## src/rtl/xbus_arbiter.sv

```systemverilog
// Two-master round-robin arbiter and slot decoder for the xbus.
// One transaction per three cycles: grant (IDLE), select (ACCESS), respond (RESP).
`ifndef XADDRW
`define XADDRW 32
`endif
`ifndef XDATAW
`define XDATAW 32
`endif
`ifndef XBYTEC
`define XBYTEC 4
`endif

module xbus_arbiter #(
  parameter int unsigned NSLV    = 4,
  parameter int unsigned SEL_LSB = 4,
  parameter int unsigned BASE    = 0
) (
  input  logic                     clk,
  input  logic                     rst_n,

  input  logic                     m0_req,
  input  logic                     m0_we,
  input  logic [`XBYTEC-1:0]       m0_be,
  input  logic [`XADDRW-1:0]       m0_addr,
  input  logic [`XDATAW-1:0]       m0_wdata,
  output logic                     m0_gnt,
  output logic                     m0_rvalid,
  output logic [`XDATAW-1:0]       m0_rdata,
  output logic                     m0_err,

  input  logic                     m1_req,
  input  logic                     m1_we,
  input  logic [`XBYTEC-1:0]       m1_be,
  input  logic [`XADDRW-1:0]       m1_addr,
  input  logic [`XDATAW-1:0]       m1_wdata,
  output logic                     m1_gnt,
  output logic                     m1_rvalid,
  output logic [`XDATAW-1:0]       m1_rdata,
  output logic                     m1_err,

  output logic [NSLV-1:0]          xbus_cs,
  output logic                     xbus_we,
  output logic [`XBYTEC-1:0]       xbus_be,
  output logic [`XADDRW-1:0]       xbus_addr,
  output logic [`XDATAW-1:0]       xbus_wdata,
  input  logic [NSLV*`XDATAW-1:0]  xbus_rdata
);

  localparam int unsigned SELW    = $clog2(NSLV);
  localparam int unsigned TAG_LSB = SEL_LSB + SELW;
  localparam int unsigned TAGW    = `XADDRW - TAG_LSB;

  typedef enum logic [1:0] {IDLE, ACCESS, RESP} state_e;

  state_e               state_q, state_d;
  logic                 last_q, last_d;
  logic                 owner_q;
  logic                 we_q;
  logic [`XBYTEC-1:0]   be_q;
  logic [`XADDRW-1:0]   addr_q;
  logic [`XDATAW-1:0]   wdata_q;
  logic [`XDATAW-1:0]   rdata0_q, rdata1_q;
  logic                 err0_q, err1_q;

  logic                 any_req;
  logic                 win;
  logic [SELW-1:0]      slot;
  logic [TAGW-1:0]      tag;
  logic                 hit;
  logic [`XDATAW-1:0]   slot_rdata;
  logic [`XDATAW-1:0]   resp_data;

  assign any_req = m0_req | m1_req;
  // On a tie the master not granted last wins; a lone requester always wins.
  assign win     = (m0_req && m1_req) ? ~last_q : m1_req;

  assign slot = addr_q[SEL_LSB +: SELW];
  assign tag  = addr_q[`XADDRW-1:TAG_LSB];
  assign hit  = (tag == TAGW'(BASE));

  always_comb begin
    slot_rdata = '0;
    for (int unsigned s = 0; s < NSLV; s++) begin
      if (slot == SELW'(s)) slot_rdata = xbus_rdata[s*`XDATAW +: `XDATAW];
    end
  end

  assign resp_data = (hit && !we_q) ? slot_rdata : '0;

  // State register
  always_ff @(posedge clk) begin
    if (!rst_n) begin
      state_q <= IDLE;
      last_q  <= 1'b1;
    end else begin
      state_q <= state_d;
      last_q  <= last_d;
    end
  end

  // Next-state logic
  always_comb begin
    state_d = state_q;
    last_d  = last_q;
    unique case (state_q)
      IDLE: begin
        if (any_req) begin
          state_d = ACCESS;
          last_d  = win;
        end
      end
      ACCESS:  state_d = RESP;
      RESP:    state_d = IDLE;
      default: state_d = IDLE;
    endcase
  end

  // Output logic
  always_comb begin
    m0_gnt    = 1'b0;
    m1_gnt    = 1'b0;
    m0_rvalid = 1'b0;
    m1_rvalid = 1'b0;
    xbus_cs   = '0;
    unique case (state_q)
      IDLE: begin
        if (any_req) begin
          m0_gnt = ~win;
          m1_gnt = win;
        end
      end
      ACCESS: begin
        if (hit) xbus_cs[slot] = 1'b1;
      end
      RESP: begin
        m0_rvalid = ~owner_q;
        m1_rvalid = owner_q;
      end
      default: ;
    endcase
  end

  // Transaction latches and per-master response registers
  always_ff @(posedge clk) begin
    if (!rst_n) begin
      owner_q  <= 1'b0;
      we_q     <= 1'b0;
      be_q     <= '0;
      addr_q   <= '0;
      wdata_q  <= '0;
      rdata0_q <= '0;
      rdata1_q <= '0;
      err0_q   <= 1'b0;
      err1_q   <= 1'b0;
    end else begin
      if (state_q == IDLE && any_req) begin
        owner_q <= win;
        we_q    <= win ? m1_we    : m0_we;
        be_q    <= win ? m1_be    : m0_be;
        addr_q  <= win ? m1_addr  : m0_addr;
        wdata_q <= win ? m1_wdata : m0_wdata;
      end
      // Each master keeps its own copy so its rdata holds until its next response.
      if (state_q == ACCESS) begin
        if (owner_q) begin
          rdata1_q <= resp_data;
          err1_q   <= ~hit;
        end else begin
          rdata0_q <= resp_data;
          err0_q   <= ~hit;
        end
      end
    end
  end

  assign xbus_we    = we_q;
  assign xbus_be    = be_q;
  assign xbus_addr  = addr_q;
  assign xbus_wdata = wdata_q;

  assign m0_rdata = rdata0_q;
  assign m0_err   = err0_q;
  assign m1_rdata = rdata1_q;
  assign m1_err   = err1_q;

endmodule

```

## config.mk

```make
export PLATFORM = sky130hd
export DESIGN_NAME = xbus_arbiter
export DESIGN_NICKNAME = d
export VERILOG_FILES = /design/src/rtl/xbus_arbiter.sv
export SDC_FILE = /design/constraint.sdc
export NUM_CORES = 1
export LEC_CHECK = 0
export CAP_MARGIN = 20
export CORE_AREA = 2 2 160 162
export CTS_CLUSTER_DIAMETER = 50
export DETAILED_ROUTE_END_ITERATION = 7
export DIE_AREA = 0 0 162 164
export SLEW_MARGIN = 15
export SYNTH_ARGS = -nofsm -noshare
export SYNTH_HDL_FRONTEND = slang
export SYNTH_SLANG_ARGS = --single-unit
```

## constraint.sdc

```tcl
create_clock -name clk -period 1.7 [get_ports clk]
set_clock_uncertainty 0.1 [all_clocks]
set_input_delay 0.17 -clock clk [delete_from_list [all_inputs] [get_ports clk]]
set_output_delay 0.17 -clock clk [all_outputs]
set_load 0.01 [all_outputs]
```

# Word level (Yosys, flattened, before mapping)
# Index checks and enable logic that the tools add are counted.
[classes] magnitude_cmp=2 eq_ne=6 n_mux=22 bitwise=5 reduce_logical=11
[ops] operator="$mux W32" n=7
[ops] operator="$logic_not A26 Y1" n=1
[ops] operator="$mux W4" n=3
[ops] operator="$mux W1" n=9
[ops] operator="$eq A2 B2 Y1 const B" n=3
[ops] operator="$reduce_and A2 Y1" n=3
[ops] operator="$eq A2 B1 Y1 const B" n=2
[ops] operator="$logic_and A1 B1 Y1" n=4
[ops] operator="$logic_not A2 Y1" n=2
[ops] operator="$not A1 Y1" n=4
[ops] operator="$pmux W2 S2" n=1
[ops] operator="$lt A2 B3 Y1 const B" n=1
[ops] operator="$demux W1 S2" n=1
[ops] operator="$ge A2 B1 Y1 const B" n=1
[ops] operator="$mux W2" n=1
[ops] operator="$ne A2 B2 Y1 const B" n=1
[ops] operator="$logic_not A1 Y1" n=1
[ops] operator="$or A1 B1 Y1" n=1
[word_totals] reg_bits=139 word_cells=57

# Depth between registers and ports, before layout
# Gate-level depths: netlist of run 1.
[logic_depth] ltp_word=6 mapped_depth=7 ltp_nobuf=4

# Worst setup path after synthesis of run 1
# No wires, ideal clock.
[synth_timing] path_kind="register to output" startpoint="register addr_q[6], in the netlist xbus_addr[6]" endpoint="output port xbus_cs[0]" t_arrival_ns=1.582 t_required_ns=1.430 setup_slack_ns=-0.152 path_stages_with_launch=5 n_path_buf=0 path_cell_list="dfxtp_1 -> nor4_1 -> nand4_2 -> nor2_1 -> nor4b_1"
[synth_between] elab_chain_len=3
[synth_rtl] element="start: declaration" line="60" rtl="logic [`XADDRW-1:0] addr_q;"
[synth_rtl] element="start signal: assignment" line="160" rtl="addr_q <= win ? m1_addr : m0_addr;"
[synth_rtl] element="$logic_not A26 Y1" line="79" rtl="assign hit = (tag == TAGW'(BASE));"
[synth_rtl] element="$mux W4" line="133" rtl="if (hit) xbus_cs[slot] = 1'b1;"
[synth_rtl] element="$mux W4" line="125" rtl="unique case (state_q)"
[synth_rtl] element="end: declaration" line="41" rtl="output logic [NSLV-1:0] xbus_cs,"
# No other way between the ends.

# Worst setup path after layout of run 1
[layout_timing] startpoint="register addr_q[30], in the netlist xbus_addr[30]" endpoint="output port xbus_cs[1]"
# Same word-level chain as after synthesis.

==> run_results.csv, run 1 <==
group,metric,value,unit
run_status,run_status,"complete, but fails checks",
run_status,failed_checks,"DRC, setup timing",
setup_path,peak_per_stage_delay_on_the_critical_path,330,ps
synthesis,post-synth-top-area-fraction,0.479,
setup_path,worstPathArrival,1890,ps
cts,cts_made_buffers,17,
global_route,use_met1,0.214,
min_path,worstHoldStart,"m0_wdata[8]",
global_route,grt.busiest_layer,"met2",
setup_path,crit_path_top_delay_cell,"dfxtp_2",
timing,rsz_0062_raised_after_global_routing,"true",
setup_path,cp_num_buf_inv,3,
synthesis,synth-main-ff-cell,"dfxtp_1",
setup_path,cp-start-kind,"flop",
floorplan,initial_core_util,0.234,
global_route,antenna_found_initial,1,
cts,path_clk_slew,70,ps
detailed_routing,route.vias.total,6232,
setup_path,worstPathCellList,"nor4_4 -> buf_4 -> nand4_4 -> nor2_4 -> buf_6 -> and4b_1 -> buf_2",
min_path,worst_hold_path_type,"primary input to flop",
global_route,grt_use_met2,0.329,
finish,fin_nets,1242,
cts,clk_path_buf_depth,2,
timing,final_max_slew_viol_count,0,
timing,slew_at_the_pin_closest_to_its_max_slew_limit,393,ps
pwr,power.density_cell_area,849,nW/µm²
synthesis,post_synth_fa_ha_maj_area_fraction,0,
setup_path,reg2reg_from,"xbus_addr[30]",
synthesis,ys_async_sr_fraction,0,
finish,drive_gt1_frac,0.199,
cts,level_count_of_the_clock_h_tree,4,
detailed_routing,detail_route.iter0.violations,376,
cts,clock_tree.root_cell,"clkbuf_16",
synthesis,synth.ff_latch_count,139,
floorplan,core_region_area,24800,µm²
global_route,grt_pass1_wl,37100,µm
detailed_routing,detail_route.vias_per_cell,4.74,
setup_path,end_kind,"output pin",
synthesis,multiplexer_fraction_of_the_synthesized_cell_area,0.169,
timing,period_needed,2160,ps
synthesis,post_synth_inst_count,494,
run,timing.max_cap.violations,0,
cts,clk_latency,420,ps
finish,antenna_cells,0,
global_route,global_route.overflow_total,0,
synthesis,synthesis.nets,764,
setup_path,setup.worst_path.class,"flop to output pin",
min_path,min_to,"xbus_wdata[8]",
finish,final_util,0.478,
timing,maxClockFrequency,0.462,GHz
setup_path,critPathRequiredTime,1430,ps
floorplan,io_pins,413,
synthesis,yosys-top-cells-count,"139 x dfxtp_1, 77 x nor2_1, 64 x a22o_1",
global_route,grt_start_max_net_pins,44,
pwr,p_leak,0.00466,µW
synthesis,post-synth-top-count-cell,"dfxtp_1",
detailed_routing,postRouteAntennaNets,0,
synthesis,yosys-top-cells-area,"dfxtp_1 48%, mux4_2 12%, a22o_1 9.6%, a222oi_1 7.4%, nor2_1 5.0%",
synthesis,post_synth_num_cell_types,36,
setup_path,worst_reg_to_reg_cells,11,
synthesis,post_synth_xor_area_fraction,0,
synthesis,post_synth_and_or_nand_nor_area_fraction,0.0848,
setup_path,crit_path_max_fanout,4,
synthesis,yosysTopAreaCell,"dfxtp_1",
detailed_routing,totalWireLength,25600,µm
floorplan,die_height,164,µm
cts,clock-sinks,139,
timing,min_period_over_period,1.27,
detailed_routing,drt_drc_violations_left,3,
place,io_buffer_count,412,
synthesis,synth-warning-count,0,
synthesis,synth_area_per_cell,11.8,µm²
setup_path,setup_slack_of_the_worst_register_to_register_path,-390,ps
setup_path,reg_to_reg_endpoint,"m1_rdata[15]",
cts,cts_tree,"yes",
floorplan,floorplan.rows,58,
pwr,peak_supply_drop,0.593,mV
synthesis,seq_area_frac_synth,0.479,
timing,final.setup.worst_slack,-464,ps
synthesis,synth_top_family_by_area,"compound AO/OA/AOI/OAI gates",
timing,slew_headroom,0.738,
timing,setup_violations,68,
place,detailed_place_hpwl,18900,µm
floorplan,die_area,26600,µm²
synthesis,synth-compound-area-share,0.214,
global_route,grt_pass1_vias,6117,
setup_path,critical_path.top_delay_family,"simple AND/OR/NAND/NOR gates",
place,place.gp.congestion,0.825,
pwr,power.total,10100,µW
global_route,groute.layer.met3.usage,0.0566,
timing,tns,-23680,ps
timing,final_hold_viol_count,0,
global_route,groute.usage.overall,0.185,
detailed_routing,average_wire_length_per_cell_after_detail_routing,19.5,µm
synthesis,post_synth_instance_area,5810,µm²
synthesis,number_of_enable_flip_flop_cells_after_synthesis,0,
timing,hold-worst-slack,282,ps
floorplan,dieWidth,162,µm
detailed_routing,detailedRoute.firstPassIterationCount,8,
min_path,worstHoldPathCells,3,
finish,areaGrowthSynthToFinish,104,%
[area by class of cell]
type                       count  area [µm²]
timing repair buffer         511        5200
tap                          330         413
inverter                       1        3.75
clock inverter                14         184
clock buffer                  18         429
fill                        2372       12900
multi-input combinational    302        2840
sequential                   139        2800
[report_power, final]
part           internal, µW  switching, µW  leakage, µW
Sequential             3440            116      0.00114
Combinational          1570           1030      0.00322
Clock                  2350           1580     0.000299
Total                  7360           2720      0.00466
[cell families (layout without fill, tap and decap cells)]
family / after synthesis / after routing
buf+inv: 53 / 544
simple gates: 101 / 101
mux: 58 / 58
compound gates: 143 / 143
flops: 139 / 139
[how the worst max path moves through the flow]
stage	start	end	slack (ps)	depth (start not counted)
2_1_floorplan	xbus_addr[4]	m0_rdata[10]	-30	4
3_3_place_gp	xbus_addr[6]	xbus_cs[1]	-670	6
3_5_place_dp	xbus_addr[6]	xbus_cs[0]	-660	6
4_1_cts	xbus_addr[30]	xbus_cs[1]	-460	7
5_1_grt	xbus_addr[30]	xbus_cs[1]	-550	7
6_report	xbus_addr[30]	xbus_cs[1]	-460	7
[registers in the layout, summed over array words and instances (netlist names)]
register,cells
m0_rdata,32
m1_rdata,32
xbus_addr,32
xbus_wdata,32
xbus_be,4
state_q,2
last_q,1
m0_err,1
m1_err,1
owner_q,1
xbus_we,1
[stage by stage]
stage / instance area [µm²] / std cells / worst slack (ps)
6_report: 11900 / 1315 / -464
5_1_grt: 11900 / 1315 / -552
4_1_cts: 11800 / 1311 / -458
3_5_place_dp: 10800 / 1257 / -658
3_3_place_gp: 10800 / 1257 / -668
2_1_floorplan: 5830 / 494 / -31.9
[worst min-delay path: cells and delay by family]
kind / cells / cell delay, ps
simple gates: 1 / 80
compound gates: 1 / 70
buf+inv: 1 / 450
[layout by cell type, fill, tap and decap left out, types with 2 or more instances in the layout]
cell type        synthesis  final
mux4_2                  32     32
mux2i_1                 26     26
dfxtp_2                  0      2
clkinv_4                 0      2
dfxtp_4                  0      4
clkdlybuf4s50_1          0    377
dlymetal6s2s_1           0      4
dfxtp_1                139    133
a22o_1                  64     64
nor4_2                   1      4
buf_6                   12     12
inv_6                    0      6
dlygate4sd2_1            0     23
nor3_4                   2      2
nand2b_1                 2      2
clkbuf_16                0     20
nor2_4                   0      2
buf_4                    3     65
and4b_1                  2      2
a211oi_1                26     26
buf_12                   0     14
buf_16                   0      5
a222oi_1                43     43
a21oi_1                  5      4
buf_2                    8      4
bufinv_16                0      3
nor2_1                  77     74
[metal layers]
metal	wire length (µm)	up-vias
met5	13	-
li1	-	2937
met3	2150	31
met4	506	2
met2	13000	277
met1	9940	2985
[timing repair]
action | in CTS | in global routing
resized for setup | 90 | 11
pin swaps | 28 | 4
buffers inserted | 18 | 5
hold endpoints to repair | 0 | 0
cloned | 6 | 3
hold buffers | 0 | 0
endpoints found under the setup margin | 95 | 144
No activity file was read; power rests on OpenSTA's default activity.
==> run 2: changes to the inputs <==
CTS_CLUSTER_SIZE = 30   (was default)
SLEW_MARGIN = 20   (was 15)
==> results of run 2 <==
The final DEF is identical to that of run 1; final timing and power are the same.
==> run 3: changes to the inputs <==
CELL_PAD_IN_SITES_DETAIL_PLACEMENT = 0   (was default)
CELL_PAD_IN_SITES_GLOBAL_PLACEMENT = 2   (was default)
CORE_AREA = default   (was 2 2 160 162)
CORE_MARGIN = 3   (was default)
CORE_UTILIZATION = 18   (was default)
DIE_AREA = default   (was 0 0 162 164)
PLACE_DENSITY_LB_ADDON = 0.1   (was default)
==> run 3 against run 2 <==
  * Worst setup slack better by 55 ps
  * The flow finishes with violations (setup timing)
  * Largest power group unchanged
  * Highest routed layer unchanged
  * Largest cell class unchanged
  * Clock-buffer cell count stayed put
  * Combinational power hardly changed
  * Sequential cell count stayed put
  * Non-clock buffer count is 9 lower
  * Clock power is 3% lower
  * Hold slack better by 13 ps
==> run_results.csv, run 3 (same netlist as run 1, synthesis figures left out) <==
group,metric,value,unit
setup_path,peak_per_stage_delay_on_the_critical_path,320,ps
detailed_routing,route.vias.total,6218,
timing,final_hold_viol_count,0,
floorplan,io_pins,413,
timing,slew_headroom,0.666,
setup_path,critPathRequiredTime,1430,ps
cts,clk_path_buf_depth,2,
detailed_routing,detailedRoute.firstPassIterationCount,5,
global_route,grt_pass1_vias,6571,
detailed_routing,totalWireLength,28700,µm
finish,drive_gt1_frac,0.197,
timing,maxClockFrequency,0.474,GHz
min_path,worst_hold_path_type,"primary input to flop",
min_path,worstHoldStart,"m0_wdata[1]",
global_route,use_met1,0.169,
pwr,power.density_cell_area,843,nW/µm²
timing,setup_violations,68,
global_route,groute.layer.met3.usage,0.0545,
floorplan,die_height,186,µm
detailed_routing,drt_drc_violations_left,0,
detailed_routing,detail_route.iter0.violations,364,
finish,areaGrowthSynthToFinish,104,%
global_route,antenna_found_initial,1,
cts,cts_tree,"yes",
timing,hold-worst-slack,295,ps
finish,antenna_cells,0,
floorplan,die_area,34500,µm²
place,place.gp.congestion,0.749,
setup_path,reg2reg_from,"xbus_addr[30]",
timing,final.setup.worst_slack,-410,ps
cts,clk_latency,420,ps
timing,slew_at_the_pin_closest_to_its_max_slew_limit,501,ps
pwr,p_sw,2800,µW
cts,cts_made_buffers,17,
pwr,p_leak,0.00459,µW
setup_path,setup_slack_of_the_worst_register_to_register_path,-320,ps
global_route,grt.busiest_layer,"met2",
global_route,grt_use_met2,0.290,
global_route,grt_pass1_wl,40200,µm
finish,fin_nets,1233,
timing,final_max_slew_viol_count,0,
min_path,worstHoldPathCells,3,
pwr,share_seq_of_total_power,0.357,
finish,area_of_the_multi_input_gates,2860,µm²
finish,mostFrequentLayoutCells,"374 x clkdlybuf4s50_1, 131 x dfxtp_1, 74 x nor2_1",
floorplan,core_region_area,31700,µm²
setup_path,worstPathCellList,"nor4_2 -> buf_4 -> nand4_4 -> nor2_4 -> buf_6 -> and4_1 -> buf_2",
detailed_routing,postRouteAntennaNets,0,
finish,seqCellArea,2800,µm²
setup_path,worstPathArrival,1840,ps
timing,min_period_over_period,1.24,
pwr,power_frac_comb,0.261,
place,detailed_place_hpwl,20700,µm
finish,stdcell_area,11900,µm²
cts,clock_tree.root_cell,"clkbuf_16",
detailed_routing,average_wire_length_per_cell_after_detail_routing,20.8,µm
place,io_buffer_count,412,
setup_path,crit_path_max_fanout,3,
pwr,peak_supply_drop,0.497,mV
pwr,switching_share,0.280,
run,timing.max_cap.violations,0,
run_status,failed_checks,"setup timing",
floorplan,floorplan.rows,65,
setup_path,end_kind,"output pin",
setup_path,crit_path_top_delay_cell,"dfxtp_2",
cts,clock-sinks,139,
global_route,grt_start_max_net_pins,45,
finish,final.fill_count,3144,
detailed_routing,detail_route.vias_per_cell,4.51,
global_route,groute.usage.overall,0.155,
global_route,global_route.overflow_total,0,
setup_path,reg_to_reg_endpoint,"m1_rdata[19]",
floorplan,dieWidth,186,µm
setup_path,worst_reg_to_reg_cells,10,
cts,cts-hold-fix-buffers,0,
setup_path,cp-start-kind,"flop",
cts,path_clk_slew,70,ps
cts,level_count_of_the_clock_h_tree,4,
timing,rsz_0062_raised_after_global_routing,"true",
place,placedInstanceArea,10800,µm²
pwr,power.clock.fraction,0.382,
floorplan,initial_core_util,0.183,
min_path,min_to,"xbus_wdata[1]",
finish,commonest_non_fill_non_tap_cell_in_the_layout,"clkdlybuf4s50_1",
run_status,run_status,"complete, but fails checks",
pwr,p_int,7200,µW
finish,final_util,0.374,
timing,period_needed,2110,ps
setup_path,setup.worst_path.class,"flop to output pin",
==> run 3: worst max-delay path, delay by kind of cell (launching register included) <==
family        cells  cell delay (ps)
buf+inv           3              400
simple gates      4              710
flops             1              320
==> run 3: per-layer routing <==
layer,vias to the layer above,part of all wire
met2,286,0.53
met1,2993,0.38
li1,2924,-
met3,13,0.088
met5,-,0.00045
met4,2,0.0088
==> run 3: worst max-delay path by stage <==
stage                  startpoint           end  slack (ps)  cells past startpoint
detailed placement   xbus_addr[6]    xbus_cs[3]        -610                      7
global route        xbus_addr[30]    xbus_cs[2]        -510                      7
finish              xbus_addr[30]    xbus_cs[3]        -410                      7
CTS                 xbus_addr[30]    xbus_cs[3]        -450                      7
floorplan            xbus_addr[4]  m0_rdata[10]         -30                      4
global placement     xbus_addr[6]    xbus_cs[2]        -580                      7
==> run 3: area by class of cell <==
cell class,count,share of cell area
Inverter,1,0.000317
Multi-Input combinational cell,302,0.241
Sequential cell,139,0.236
Timing Repair Buffer,502,0.430
Clock buffer,18,0.0362
Clock inverter,14,0.0136
Tap cell,402,0.0424
==> run 3: stage by stage <==
stage / cells / TNS [ps] / power [µW] / setup slack (ps)
global route: 1378 / -23180 / 10500 / -512
CTS: 1370 / -16720 / 10100 / -453
finish: 1378 / -16520 / 9990 / -410
global placement: 1321 / -28530 / 6130 / -577
floorplan: 494 / -1290 / 4610 / -31.9
detailed placement: 1321 / -32140 / 6150 / -613
==> run 3: power by group through the flow <==
stage / registers [µW] / logic [µW] / clock network [µW]
2_1_floorplan: 3690 / 913 / 0
3_3_place_gp: 3630 / 2500 / 0
3_5_place_dp: 3630 / 2510 / 0
4_1_cts: 3560 / 2600 / 3960
5_1_grt: 3590 / 2810 / 4100
6_report: 3570 / 2610 / 3820
==> run 3: repair_timing <==
item	4_1_cts	5_1_grt
buffers inserted	12	7
resized for setup	85	12
pin swaps	7	8
setup endpoints to repair	100	86
gates cloned	6	3
